**config.mk**
```make
export PLATFORM = sky130hd
export DESIGN_NAME = mm_region_overlap
export DESIGN_NICKNAME = d
export VERILOG_FILES = /design/src/rtl/mm_region_overlap.sv
export SDC_FILE = /design/constraint.sdc
export NUM_CORES = 1
export LEC_CHECK = 0
export CORE_MARGIN = 3
export CORE_UTILIZATION = 36
export DETAILED_ROUTE_END_ITERATION = 12
export MAX_ROUTING_LAYER = met4
export PLACE_DENSITY_LB_ADDON = 0.25
export SYNTH_ARGS = -nofsm -noshare
export SYNTH_HDL_FRONTEND = slang
export SYNTH_SLANG_ARGS = --single-unit
```
**constraint.sdc**
```tcl
create_clock -name vclk -period 3.2
set_input_delay 0.8 -clock vclk [all_inputs]
set_output_delay 0.8 -clock vclk [all_outputs]
set_load 0.02 [all_outputs]
```
**src/rtl/mm_region_overlap.sv**
```systemverilog
// Half-open interval intersection test on unwrapped region ends.
module mm_region_overlap #(
  parameter int END_W = 11
) (
  input  logic [END_W-1:0] b1,
  input  logic [END_W-1:0] e1,
  input  logic [END_W-1:0] b2,
  input  logic [END_W-1:0] e2,
  output logic             overlap
);

  assign overlap = (b1 < e2) && (b2 < e1);

endmodule

```
# Word level (Yosys, flattened, before mapping)
# Index checks and enable logic that the tools add are counted.
totals:
  ff_bits: 0
  latch_bits: 0
  ramBits: 0
  mem_bits_ro: 0
  inputBits: 44
  output_inout_bits: 1
  elab_cells: 3
  memories: 0
op_classes:
  n_addsub: 0
  multipliers: 0
  div_mod_pow: 0
  magnitude_cmp: 2
  eq_ne: 0
  shift: 0
  muxes: 0
  n_bitwise: 0
  reduce_logical: 1
ops:
  columns: ["op", "count"]
  rows:
  - ["< comparator 11 bit", 2]
  - ["logical AND 1 bit", 1]

# Longest topological paths before layout
logic_depth:
  word_depth: 2
  ltp_mapped: 7
  mapped_depth_nobuf: 7

# Least setup slack after synthesis
# Ideal clock, no wire load.
synth_timing:
  kind: "input -> output"
  start: "input e1[9]"
  end: "output overlap"
  arrival_time_ns: 2.107
  required_time_ns: 2.400
  path_slack_ns: 0.293
  path_stages: 7
  path_buffers: 0
  path_cell_list: "inv_1 ha_1 a21oi_2 nand2_1 a211oi_2 nand2_1 nor4_2"
synth_between:
  elab_chain_len: 2
synth_lines:
  columns: ["element", "line_no", "source"]
  rows:
  - ["from (decl)", "6", "input logic [END_W-1:0] e1,"]
  - ["< comparator 11 bit", "12", "assign overlap = (b1 < e2) && (b2 < e1);"]
  - ["logical AND 1 bit", "12", null]
  - ["to (decl)", "9", "output logic overlap"]
# Every way passes these cells.

# Final worst setup path
layout_timing:
  start: "input b2[8]"
  end: "output overlap"
layout_between:
  elab_chain_len: 2
layout_lines:
  columns: ["element", "line_no", "source"]
  rows:
  - ["from (decl)", "7", "input logic [END_W-1:0] b2,"]
  - ["< comparator 11 bit", "12", null]
  - ["logical AND 1 bit", "12", null]
# Every way passes these cells.

==> results.tsv <==
metric	value	unit
Syn Inst Count	70	
seq_cells	0	
post-synthesis compound-gate area fraction	17.4	%
gr usage total	19.1	%
chip height	43.6	µm
synth unique cells	17	
PnR Total Power	0.157	mW
Detailed Route WL	2630	µm
status	complete, but fails checks	
largest family of logic cells by synthesized area	adder cells	
worst-path cell chain	clkdlybuf4s50_1 > ha_2 > nand3_1 > nand2_1 > a211oi_2 > nand2_1 > nor4_2 > buf_4	
max-slew violations	0	
Avg Cell Area, Syn	7.27	µm²
leakage	0.595	nW
hpwl dp	1360	µm
vias in the first global route	647	
Post-CTS Setup Bufs	0	
sequential cell area	0	µm²
clock group share of total power	0	%
internal power	0.0915	mW
Nets	183	
Final ANT Viol Nets	0	
Remaining Overflow, GRT	0	
WL per Instance	20.0	µm
utilization after layout	93.8	%
Area Overhead vs Synth	124	%
number of vias per cell	5.85	
critical path launch point type	primary input	
Worst Slack Setup Final	-0.0209	ns
failing checks	negative setup slack	
sequential element share of the synthesized area	0	%
critical path class	primary input to output pin	
via count	766	
hold_sp	b1[6]	
crit path buf inv count	2	
Fillers	41	
largest stage delay on the critical path	0.46	ns
synth top area cells	ha_1 49%, inv_1 15%, nand4_1 4.9%, a211oi_1 4.4%, a21oi_1 3.9%	
WL met2	1410	µm
top sig layer	met4	
largest net degree at the start of global routing	4	
Finish-stage setup viols	1	
post-synth top area share	49.1	%
initial antenna violation count	0	
Post-synth top cells	20 x ha_1, 20 x inv_1, 4 x a21oi_1, 4 x nand4_1, 4 x nor2_1	
most frequent CP cell	nand2_1	
kind of cell adding the most delay to the critical path	buffers and inverters	
fin crit share	101	%
DRT met1 WL	867	µm
fmax	310	MHz
P_sw	0.0654	mW
Post-Synth XOR/XNOR Area	0	%
share of power burned in registers	0	%
Worst path slowest cell	clkdlybuf4s50_1	
DRC viols	0	
global placement routability congestion	0.749	
core area	1220	µm²
slew margin rel.	83.6	%
worst endpoint required time	2.40	ns
CP arrival	2.42	ns
Sw Share	41.7	%
Worst Tran Pin Value	0.244	ns
synthesized-area fraction occupied by adder cells	49.1	%
Synth Net Count	134	
port bufs	45	
combinational share of power	100.0	%
worst hold path type	primary input to output pin	
global-route wire length before repair	2740	µm
starting density of the core	41.9	%
Row Count	12	
Hold Path Stages	6	
chip width	43.6	µm
share of cells above drive strength 1	23.9	%
Layout clock buffers	0	
area of the die	1900	µm²
Power Density	138	nW/µm²
Initial DRC Count	24	
# diodes	0	
simple logic cell fraction of the synthesized area	18.7	%
Min-Delay Endpoint	overlap	
mux cell area share after synthesis	0	%
endpoints failing hold	0	
Ports	45	
number of synthesis warnings	0	
met3 routed WL	225	µm
CP max FO	2	
first drt pass iteration count	4	
Peak VDD IR	0.0952	mV
largest area contributor in the netlist	ha_1	
fin crit period	3.22	ns
crit end category	output pin	
max-cap violations	0	
mapped cell area	509	µm²
[cell families (layout without fill, tap and decap cells)]
| kind of cell | Yosys count | after routing |
|---|---|---|
| fa+ha+maj | 20 | 20 |
| simple gates | 17 | 17 |
| buf+inv | 20 | 67 |
| compound gates | 13 | 13 |
[power groups by stage]
stage | clock network, mW | registers [mW] | logic (mW)
6_report | 0 | 0 | 0.157
3_3_place_gp | 0 | 0 | 0.115
5_1_grt | 0 | 0 | 0.165
2_1_floorplan | 0 | 0 | 0.0486
3_5_place_dp | 0 | 0 | 0.120
4_1_cts | 0 | 0 | 0.127
[per-layer routing]
layer  global-route usage (%)  vias up
li1                         -      336
met1                     18.8      362
met2                     39.2       54
met3                     1.24       14
met4                     4.22        0
met5                        -        -
[layout by cell type, fill, tap and decap left out, types with 2 or more instances in the layout]
cell	n
a21oi_2	2
nor2_2	2
ha_4	7
buf_4	3
dlymetal6s2s_1	9
a211oi_2	2
ha_2	2
inv_2	6
clkdlybuf4s50_1	30
a21oi_1	2
nand4_1	4
dlygate4sd2_1	5
a21o_1	2
o21ai_1	2
nor2_1	2
nand2_1	2
ha_1	11
inv_1	14
nand3_1	2
nand2b_1	2
[metrics by stage]
stage               TNS, ns  std cells  hold WS, ns  worst slack (ns)  area [µm²]
finish              -0.0209        131         2.28           -0.0209        1140
global placement     -0.579        131         2.89            -0.579         992
global route        -0.0591        131         2.30           -0.0591        1140
CTS                       0        131         2.37           0.00119        1050
detailed placement   -0.622        131         2.89            -0.622         992
floorplan                 0         70         1.90             0.293         509
[worst max-delay path by stage]
stage	startpoint	end	slack, ns	depth (start not counted)
floorplan	e1[9]	overlap	0.29	7
global placement	e1[9]	overlap	-0.58	9
detailed placement	e1[9]	overlap	-0.62	9
CTS	e1[9]	overlap	0.001	9
global route	b2[8]	overlap	-0.06	8
finish	b2[8]	overlap	-0.02	8
[layout make-up]
class                           count  area, µm²  area share [%]
Multi-Input combinational cell     50        569            49.9
Timing Repair Buffer               47        479            42.0
Inverter                           20       75.1            6.58
Tap cell                           14       17.5            1.54
[repair_timing]
action	4_1_cts	5_1_grt
resized for setup	22	24
pin swaps	10	14
hold buffers	0	0
endpoints found under the hold margin	0	0
setup endpoints to repair	1	1
Note: power is estimated with default switching activity, not from simulation.
